==> config.mk <==
export PLATFORM = sky130hd
export DESIGN_NAME = counter_nch_flat
export DESIGN_NICKNAME = d
export VERILOG_FILES = /design/src/rtl/counter_nch_if.sv /design/src/rtl/counter_nch.sv /design/src/flat_wrapper.sv
export SDC_FILE = /design/constraint.sdc
export NUM_CORES = 1
export LEC_CHECK = 0
export CORE_MARGIN = 5
export CORE_UTILIZATION = 30
export CTS_CLUSTER_DIAMETER = 200
export DETAILED_ROUTE_END_ITERATION = 6
export SLEW_MARGIN = 40
export SYNTH_ARGS = -nofsm -noshare
export SYNTH_HDL_FRONTEND = slang
export SYNTH_SLANG_ARGS = --single-unit
==> constraint.sdc <==
create_clock -name clk -period 6.6 [get_ports clk]
set_clock_uncertainty 0.1 [all_clocks]
set_input_delay 0.66 -clock clk [delete_from_list [all_inputs] [get_ports clk]]
set_output_delay 0.66 -clock clk [all_outputs]
set_load 0.01 [all_outputs]
==> src/rtl/counter_nch_if.sv <==
// Bus bundle between the CPU-side MIO decode and the multi-channel counter.
interface counter_nch_if #(
  parameter int unsigned NCH   = 3,
  parameter int unsigned WIDTH = 32,
  parameter int unsigned CH_W  = 2
);
  logic [NCH-1:0]   tick;
  logic             we;
  logic [CH_W-1:0]  ch;
  logic             reg_sel;
  logic [WIDTH-1:0] wdata;
  logic [WIDTH-1:0] rdata;
  logic             cnt_out;
  logic [NCH-1:0]   ch_out;
  logic [NCH-1:0]   irq;

  // CPU / bus side
  modport master (
    output tick, we, ch, reg_sel, wdata,
    input  rdata, cnt_out, ch_out, irq
  );

  // Counter side
  modport slave (
    input  tick, we, ch, reg_sel, wdata,
    output rdata, cnt_out, ch_out, irq
  );
endinterface

==> src/rtl/counter_nch.sv <==
// Parametrised multi-channel down-counter/timer with one-shot, auto-reload
// and square-wave modes, maskable per-channel interrupts and combinational
// register readback.
module counter_nch #(
  parameter int unsigned NCH   = 3,
  parameter int unsigned WIDTH = 32,
  parameter int unsigned CH_W  = 2
) (
  input  logic          clk,
  input  logic          rst,
  counter_nch_if.slave  bus
);

  typedef enum logic [1:0] {
    MODE_OFF = 2'b00,
    MODE_ONE = 2'b01,
    MODE_AR  = 2'b10,
    MODE_SQ  = 2'b11
  } mode_e;

  // Per-channel architectural state
  logic [WIDTH-1:0] r_load  [NCH];
  logic [WIDTH-1:0] r_count [NCH];
  mode_e            r_mode  [NCH];
  logic [NCH-1:0]   r_ien;
  logic [NCH-1:0]   r_flag;
  logic [NCH-1:0]   r_armed;
  logic [NCH-1:0]   r_out;

  // Next-state values
  logic [WIDTH-1:0] w_load_nxt  [NCH];
  logic [WIDTH-1:0] w_count_nxt [NCH];
  mode_e            w_mode_nxt  [NCH];
  logic [NCH-1:0]   w_ien_nxt;
  logic [NCH-1:0]   w_flag_nxt;
  logic [NCH-1:0]   w_armed_nxt;
  logic [NCH-1:0]   w_out_nxt;

  // Per-channel decode of writes, ticks and terminal events
  logic [NCH-1:0]   w_ld_wr;
  logic [NCH-1:0]   w_ctl_wr;
  logic [NCH-1:0]   w_kill;
  logic [NCH-1:0]   w_fire;
  logic [NCH-1:0]   w_term;
  logic [WIDTH-1:0] w_rdata;

  // Decode which channel is written and which channels see a live tick
  always_comb begin
    w_ld_wr  = '0;
    w_ctl_wr = '0;
    w_term   = '0;
    for (int i = 0; i < NCH; i++) begin
      if (bus.we && (bus.ch == CH_W'(i))) begin
        w_ld_wr[i]  = ~bus.reg_sel;
        w_ctl_wr[i] = bus.reg_sel;
      end
    end
    // A CTRL write to mode OFF disarms and beats a same-cycle tick
    w_kill = w_ctl_wr & {NCH{bus.wdata[1:0] == 2'b00}};
    // A LOAD write discards a same-cycle tick
    w_fire = r_armed & bus.tick & ~w_ld_wr;
    for (int i = 0; i < NCH; i++) begin
      w_term[i] = w_fire[i] && (r_count[i] == WIDTH'(1));
    end
  end

  // Next-state for every channel: write, disarm, count step, CTRL, flag
  always_comb begin
    w_ien_nxt   = r_ien;
    w_flag_nxt  = r_flag;
    w_armed_nxt = r_armed;
    w_out_nxt   = r_out;
    for (int i = 0; i < NCH; i++) begin
      w_load_nxt[i]  = r_load[i];
      w_count_nxt[i] = r_count[i];
      w_mode_nxt[i]  = r_mode[i];
      // Auto-reload output is a single-cycle pulse
      if (r_mode[i] == MODE_AR) begin
        w_out_nxt[i] = 1'b0;
      end

      if (w_ld_wr[i]) begin
        w_load_nxt[i]  = bus.wdata;
        w_count_nxt[i] = bus.wdata;
        w_armed_nxt[i] = (bus.wdata != '0) && (r_mode[i] != MODE_OFF);
        if (r_mode[i] == MODE_ONE) begin
          w_out_nxt[i] = (bus.wdata != '0);
        end
      end else if (w_kill[i]) begin
        w_armed_nxt[i] = 1'b0;
        w_out_nxt[i]   = 1'b0;
      end else if (w_fire[i]) begin
        if (w_term[i]) begin
          unique case (r_mode[i])
            MODE_AR: begin
              w_count_nxt[i] = r_load[i];
              w_out_nxt[i]   = 1'b1;
            end
            MODE_SQ: begin
              w_count_nxt[i] = r_load[i];
              w_out_nxt[i]   = ~r_out[i];
            end
            default: begin
              w_count_nxt[i] = '0;
              w_armed_nxt[i] = 1'b0;
              w_out_nxt[i]   = 1'b0;
            end
          endcase
        end else begin
          w_count_nxt[i] = r_count[i] - WIDTH'(1);
        end
      end

      if (w_ctl_wr[i]) begin
        w_mode_nxt[i] = mode_e'(bus.wdata[1:0]);
        w_ien_nxt[i]  = bus.wdata[2];
        if (bus.wdata[3]) begin
          w_flag_nxt[i] = 1'b0;
        end
      end
      // Event set beats a same-cycle W1C clear
      if (w_term[i]) begin
        w_flag_nxt[i] = 1'b1;
      end
    end
  end

  // State registers with asynchronous reset
  always_ff @(posedge clk or posedge rst) begin
    if (rst) begin
      for (int i = 0; i < NCH; i++) begin
        r_load[i]  <= '0;
        r_count[i] <= '0;
        r_mode[i]  <= MODE_OFF;
      end
      r_ien   <= '0;
      r_flag  <= '0;
      r_armed <= '0;
      r_out   <= '0;
    end else begin
      for (int i = 0; i < NCH; i++) begin
        r_load[i]  <= w_load_nxt[i];
        r_count[i] <= w_count_nxt[i];
        r_mode[i]  <= w_mode_nxt[i];
      end
      r_ien   <= w_ien_nxt;
      r_flag  <= w_flag_nxt;
      r_armed <= w_armed_nxt;
      r_out   <= w_out_nxt;
    end
  end

  // Combinational readback; unimplemented channels read as zero
  always_comb begin
    w_rdata = '0;
    for (int i = 0; i < NCH; i++) begin
      if (bus.ch == CH_W'(i)) begin
        if (bus.reg_sel) begin
          w_rdata = WIDTH'({r_armed[i], r_out[i], r_flag[i], r_ien[i],
                            2'(r_mode[i])});
        end else begin
          w_rdata = r_count[i];
        end
      end
    end
  end

  assign bus.rdata   = w_rdata;
  assign bus.ch_out  = r_out;
  assign bus.cnt_out = r_out[0];
  assign bus.irq     = r_flag & r_ien;

endmodule

==> src/flat_wrapper.sv <==
// flat-port wrapper written by rule: the top's interface ports become plain ports
module counter_nch_flat 
#(
  parameter int unsigned NCH   = 3,
  parameter int unsigned WIDTH = 32,
  parameter int unsigned CH_W  = 2
)
  (clk, rst, bus_tick, bus_we, bus_ch, bus_reg_sel, bus_wdata, bus_rdata, bus_cnt_out, bus_ch_out, bus_irq);
  counter_nch_if #(.NCH(NCH), .WIDTH(WIDTH), .CH_W(CH_W)) bus_i ();
  input  logic clk;
  input  logic rst;
  input wire logic [$bits(bus_i.tick)-1:0] bus_tick;
  input wire logic [$bits(bus_i.we)-1:0] bus_we;
  input wire logic [$bits(bus_i.ch)-1:0] bus_ch;
  input wire logic [$bits(bus_i.reg_sel)-1:0] bus_reg_sel;
  input wire logic [$bits(bus_i.wdata)-1:0] bus_wdata;
  output wire logic [$bits(bus_i.rdata)-1:0] bus_rdata;
  output wire logic [$bits(bus_i.cnt_out)-1:0] bus_cnt_out;
  output wire logic [$bits(bus_i.ch_out)-1:0] bus_ch_out;
  output wire logic [$bits(bus_i.irq)-1:0] bus_irq;
  assign bus_i.tick = bus_tick;
  assign bus_i.we = bus_we;
  assign bus_i.ch = bus_ch;
  assign bus_i.reg_sel = bus_reg_sel;
  assign bus_i.wdata = bus_wdata;
  assign bus_rdata = bus_i.rdata;
  assign bus_cnt_out = bus_i.cnt_out;
  assign bus_ch_out = bus_i.ch_out;
  assign bus_irq = bus_i.irq;
  counter_nch #(.NCH(NCH), .WIDTH(WIDTH), .CH_W(CH_W)) u_core (.clk(clk), .rst(rst), .bus(bus_i));
endmodule
Word-level counts from Yosys, hierarchy flattened
Cells that the tools add are included.
- flip-flop bits (word level): 210
- logic and storage cells: 163
- input bits: 41
- output and inout port bits: 39
- eq/ne operators: 20
- multiplexer cells: 70
- bitwise logic cells: 9
- add/subtract/negate cells: 3
- reduce and logical (&&, ||, !) cells: 42
- operator list (cell ; number):
    two-way mux 32 bit ; 21
    == test 32 x 1 -> 1 bit, second input constant ; 3
    subtractor 32 x 1 -> 32 bit, second input constant ; 3
    two-way mux 1 bit ; 46
    nonzero test 32 bit ; 1
    nonzero test 2 bit ; 12
    nonzero test 3 bit ; 6
    == test 2 bit, second input constant ; 7
    AND 3 bit ; 4
    AND reduction 2 bit ; 6
    logical AND 1 bit ; 9
    != test 3 x 1 -> 1 bit, second input constant ; 3
    AND reduction 3 bit ; 3
    == test 2 x 1 -> 1 bit, second input constant ; 4
    != test 2 x 1 -> 1 bit, second input constant ; 3
    case mux 1 bit (2 select lines) ; 3
    OR reduction 2 bit ; 3
    logical NOT 2 bit ; 2
    inverter 1 bit ; 4
    inverter 3 bit ; 1

Logic depth before layout (Yosys ltp)
- word-level depth: 10
- mapped depth: 10
- depth with buffers taken out: 8

Worst setup path after synthesis
OpenSTA, ideal clock, no wires.
- path type: input to output
- from: in bus_ch[0]
- to: out bus_rdata[10]
- arrival: 2.210 ns
- stages: 7
- data required time: 5.840 ns
- buffers on the path: 4
- setup slack: 3.630 ns
- path through: buf_2 buf_1 buf_1 clkbuf_1 nor2_1 a21oi_1 nor2_1
- longest elaborated chain between the ends: 4
- elaborated cells on any way between the ends: 6
- classes of those cells: eq/ne: 2; mux: 3; reduce/logical: 1
- ends and longest elaborated chain (what ; line ; source):
    start: declaration ; flat_wrapper.sv:14 ; input wire logic [$bits(bus_i.ch)-1:0] bus_ch;
    logical NOT 2 bit ; counter_nch.sv:157 ; if (bus.ch == CH_W'(i)) begin
    two-way mux 32 bit (2 in a row) ; counter_nch.sv:157 ;
    two-way mux 32 bit (*) ; counter_nch.sv:157 ;
    end: declaration ; flat_wrapper.sv:17 ; output wire logic [$bits(bus_i.rdata)-1:0] bus_rdata;
Every way passes the cells marked *; elsewhere a longest branch is shown, timed or not.

Final worst setup path
- from: in bus_we
- to: reg u_core.r_count[84] (netlist bit)
- longest elaborated chain between the ends: 9
- elaborated cells on any way between the ends: 14
- classes of those cells: eq/ne: 1; mux: 6; bitwise: 3; reduce/logical: 4
- ends and longest elaborated chain (what ; line ; source):
    start: declaration ; flat_wrapper.sv:13 ; input wire logic [$bits(bus_i.we)-1:0] bus_we;
    logical AND 1 bit (*) ; counter_nch.sv:53 ; if (bus.we && (bus.ch == CH_W'(i))) begin
    two-way mux 1 bit ; counter_nch.sv:53 ;
    inverter 3 bit ; counter_nch.sv:61 ; w_fire = r_armed & bus.tick & ~w_ld_wr;
    AND 3 bit ; counter_nch.sv:61 ;
    logical AND 1 bit ; counter_nch.sv:63 ; w_term[i] = w_fire[i] && (r_count[i] == WIDTH'(1));
    two-way mux 32 bit ; counter_nch.sv:93 ; if (w_term[i]) begin
    two-way mux 32 bit ; counter_nch.sv:92 ; end else if (w_fire[i]) begin
    two-way mux 32 bit ; counter_nch.sv:89 ; end else if (w_kill[i]) begin
    two-way mux 32 bit ; counter_nch.sv:82 ; if (w_ld_wr[i]) begin
    end signal: indexed assignment ; counter_nch.sv:143 ; r_count[i] <= w_count_nxt[i];
    end: declaration ; counter_nch.sv:23 ; logic [WIDTH-1:0] r_count [NCH];
Every way passes the cells marked *; elsewhere a longest branch is shown, timed or not. The select of a mux whose other input is x is not followed.
A chain may end at the register's enable or synchronous reset.

==> run metrics <==
status finished, final reports clean; post-CTS setup buffer count 0; Root Buffer clkbuf_16; chip height 215.8 um; Synth Cell Area 12710 sq um; diodes inserted 0; critical path type primary input to flip-flop; clock-pin slew of the registers on the worst-case setup and hold paths 0.06 ns; number of gates resized after cts 0; worst hold margin 0.3751 ns; first-pass GRT wire length 77.85 mm; DRC 0; footprint of the flip-flops and latches 5255 sq um; count of pins on the block boundary 80; Post-Syn Area per Cell 8.115 sq um; post-route cell area 14740 sq um; Final #Nets 1627; setup TNS 0 ns; dpl cells 2093; syn nets 1613; simple-gate area share of the yosys netlist 0.2918; die outline area 46580 sq um; Std-Cell Core Area 41950 sq um; max-cap check violation count 0; Final Routed Wirelength 51.51 mm; CP Cell Sequence clkdlybuf4s50_1 > or4b_2 > a22o_1 > buf_4 > nor2_2 > nand2_1 > or4_1 > nand4_1; Clock Sinks 210; Lkg Pwr 0.006168 uW; required time of the worst setup path 6.96 ns; number of antenna violations at the first check in global routing 0; Global Route Usage Sum 0.2121; share of the synthesized netlist area taken by xor and xnor gates 0.0006892; Main synth FF type dfrtp_1; starting utilization of the core area 0.3030; worst-path fanout max 27; routability cong. 0.9681; power density over the cells 307.0 nW/um^2; Slew Limit Headroom 0.3369; die width 215.8 um; maximum VDD drop 0.0001737 V; compound-gate portion of the synthesized area 0.1997; buffer levels on the longest clock path 3; slowest stage cell, crit path or4b_2; residual antenna-violating net count after detailed routing 0; number of synthesized flops with an enable pin 0; commonest cells after routing, fill and taps aside 384 x nand2_1, 210 x dfrtp_1, 111 x nor2_1, 103 x o21ai_0, 76 x clkdlybuf4s50_1; max-slew violation count 0; half-perimeter wire length after placement 35.86 mm; Clock H-tree levels 1; minimum period implied by the final worst setup slack 3.911 ns; overflow left after global routing 0; worst-case setup margin in the final layout 2.689 ns; setup repair after global routing missed its margin no; number of failing hold endpoints at the final stage 0; vias in the first global route 12100; setup slack at placement 2.189 ns; source-to-sink clock delay at the later pin of the worst-skew pair 0.53 ns; setup slack, reg-to-reg 2.98 ns; instance count of the mapped netlist 1566; share of the cycle needed by the critical path after routing 0.5926; TritonCTS clock tree yes; endpoint kind of the worst setup timing path flip-flop; number of vias per cell after detailed routing 5.955; flip-flop and latch count after synthesis 210; asr flop ratio synth 1.000; number of hold buffers added after cts 0; arrival time reported for the critical path endpoint 4.27 ns; critical path startpoint category primary input; most common cell after layout, fill and taps aside nand2_1; final number of setup-violating endpoints 0; mux contribution to synthesized area 0.04056; post-synthesis to final-layout area growth 15.97%; sequential fraction of the synthesis area 0.4135; Hold Path Class flip-flop to flip-flop; ratio of cells with drive above 1 in the final layout 0.07022; WL/cell 24.14 um; routed vias 12710; synthesized-area fraction occupied by adder cells 0.005907; multi-input logic area 6935 sq um; total of buffers placed on input and output ports 79; combinational family with the most area after synthesis simple AND/OR/NAND/NOR gates; # fillers 4326; total clock buffers created by CTS 24; Iter 0 DRT Violations 1619; Worst Tran Pin Value 0.9915 ns; highest achievable clock rate 0.2557 GHz; Row Count 75; number of search-and-repair iterations in the first detailed-routing pass 6; Worst path max stage delay 0.97 ns; number of synthesis warnings 0; Placed Instance Area 13970 sq um; number of distinct library cell variants in the gate-level netlist after synthesis 79; pin count of the biggest net entering global routing 92; final instance count without filler cells 2134
-- state kept, by name (all words and copies together) (netlist names) --
| register | count |
|---|---|
| u_core.r_mode | 6 |
| u_core.bus.ch_out | 3 |
| u_core.r_armed | 3 |
| u_core.r_flag | 3 |
| u_core.r_load | 96 |
| u_core.r_ien | 3 |
| u_core.r_count | 96 |
-- synth_stat cells (5+ instances only) --
cell	instances	area [sq um]
nand4_1	27	168.9
or4_1	19	142.6
mux2i_1	38	380.4
o22ai_1	14	87.58
buf_1	8	30.03
o311ai_0	18	157.7
a31oi_1	11	68.82
nor4_1	39	244.0
nor3b_1	13	97.59
a21oi_1	68	340.3
or3_1	22	137.6
a221oi_1	14	122.6
nor2_1	113	424.2
inv_1	21	78.83
o31ai_1	13	97.59
a211oi_1	10	75.07
o41ai_1	5	43.79
a21boi_0	13	97.59
and4_1	7	61.31
clkbuf_1	91	341.6
o211ai_1	15	112.6
nor3_1	41	205.2
nor4bb_1	5	50.05
o2bb2ai_1	10	87.58
and2_1	17	106.4
ha_1	6	75.07
dfrtp_1	210	5255
nand2_1	384	1441
buf_2	19	95.09
and3_1	11	68.82
a22oi_1	13	97.59
o21ai_0	103	515.5
a22o_1	14	122.6
nand2b_1	5	31.28
a221o_1	11	110.1
a21o_1	11	82.58
nand3_1	42	210.2
-- layer usage --
| layer | GRT usage | vias to the layer above | routed length, um |
|---|---|---|---|
| li1 | - | 5710 | - |
| met1 | 0.2939 | 6238 | 22100 |
| met2 | 0.3240 | 632 | 22410 |
| met3 | 0.03756 | 127 | 4365 |
| met4 | 0.09601 | 0 | 2647 |
| met5 | 0 | - | 0 |
-- cells by family after synthesis --
kind of cell    after synthesis
compound gates              379
xor+xnor                      1
fa+ha+maj                     6
buf+inv                     147
flops                       210
mux                          46
simple gates                777
-- worst paths after layout --
path / from / end / depth (start not counted)
max: bus_we / u_core.r_count[84] / 8
min: u_core.r_load[68] / u_core.r_load[68] / 2
max reg2reg: u_core.r_count[23] / u_core.r_count[11] / 6
min reg2reg: u_core.r_load[68] / u_core.r_load[68] / 2
max in group asynchronous: rst / u_core.r_count[20] / 3
min in group asynchronous: rst / u_core.r_count[34] / 2
-- through the flow --
step / utilization / power, uW
global placement: 0.3327 / 3165
CTS: 0.3509 / 4500
global route: 0.3514 / 4741
detailed placement: 0.3332 / 3187
finish: 0.3514 / 4524
floorplan: - / 2653
-- power breakdown --
part / switching (uW) / internal, uW
Combinational: 687 / 481
Sequential: 465 / 1580
Clock: 561 / 746
Total: 1710 / 2810
-- cell type report --
class / instances / area share
repair buffers: 114 / 0.07072
well taps: 539 / 0.04576
flip-flops and latches: 210 / 0.3566
inverters: 21 / 0.005858
clock inverters: 4 / 0.001613
multi-input cells: 1209 / 0.4706
clock buffers: 37 / 0.04890
-- worst max-delay path: cells and delay by family --
family	cells	cell delay, ns
AND/OR/NAND/NOR	5	2.26
buffers and inverters	2	1.04
AO/OA/AOI/OAI	1	0.29
No activity file was read; power rests on OpenSTA's default activity.
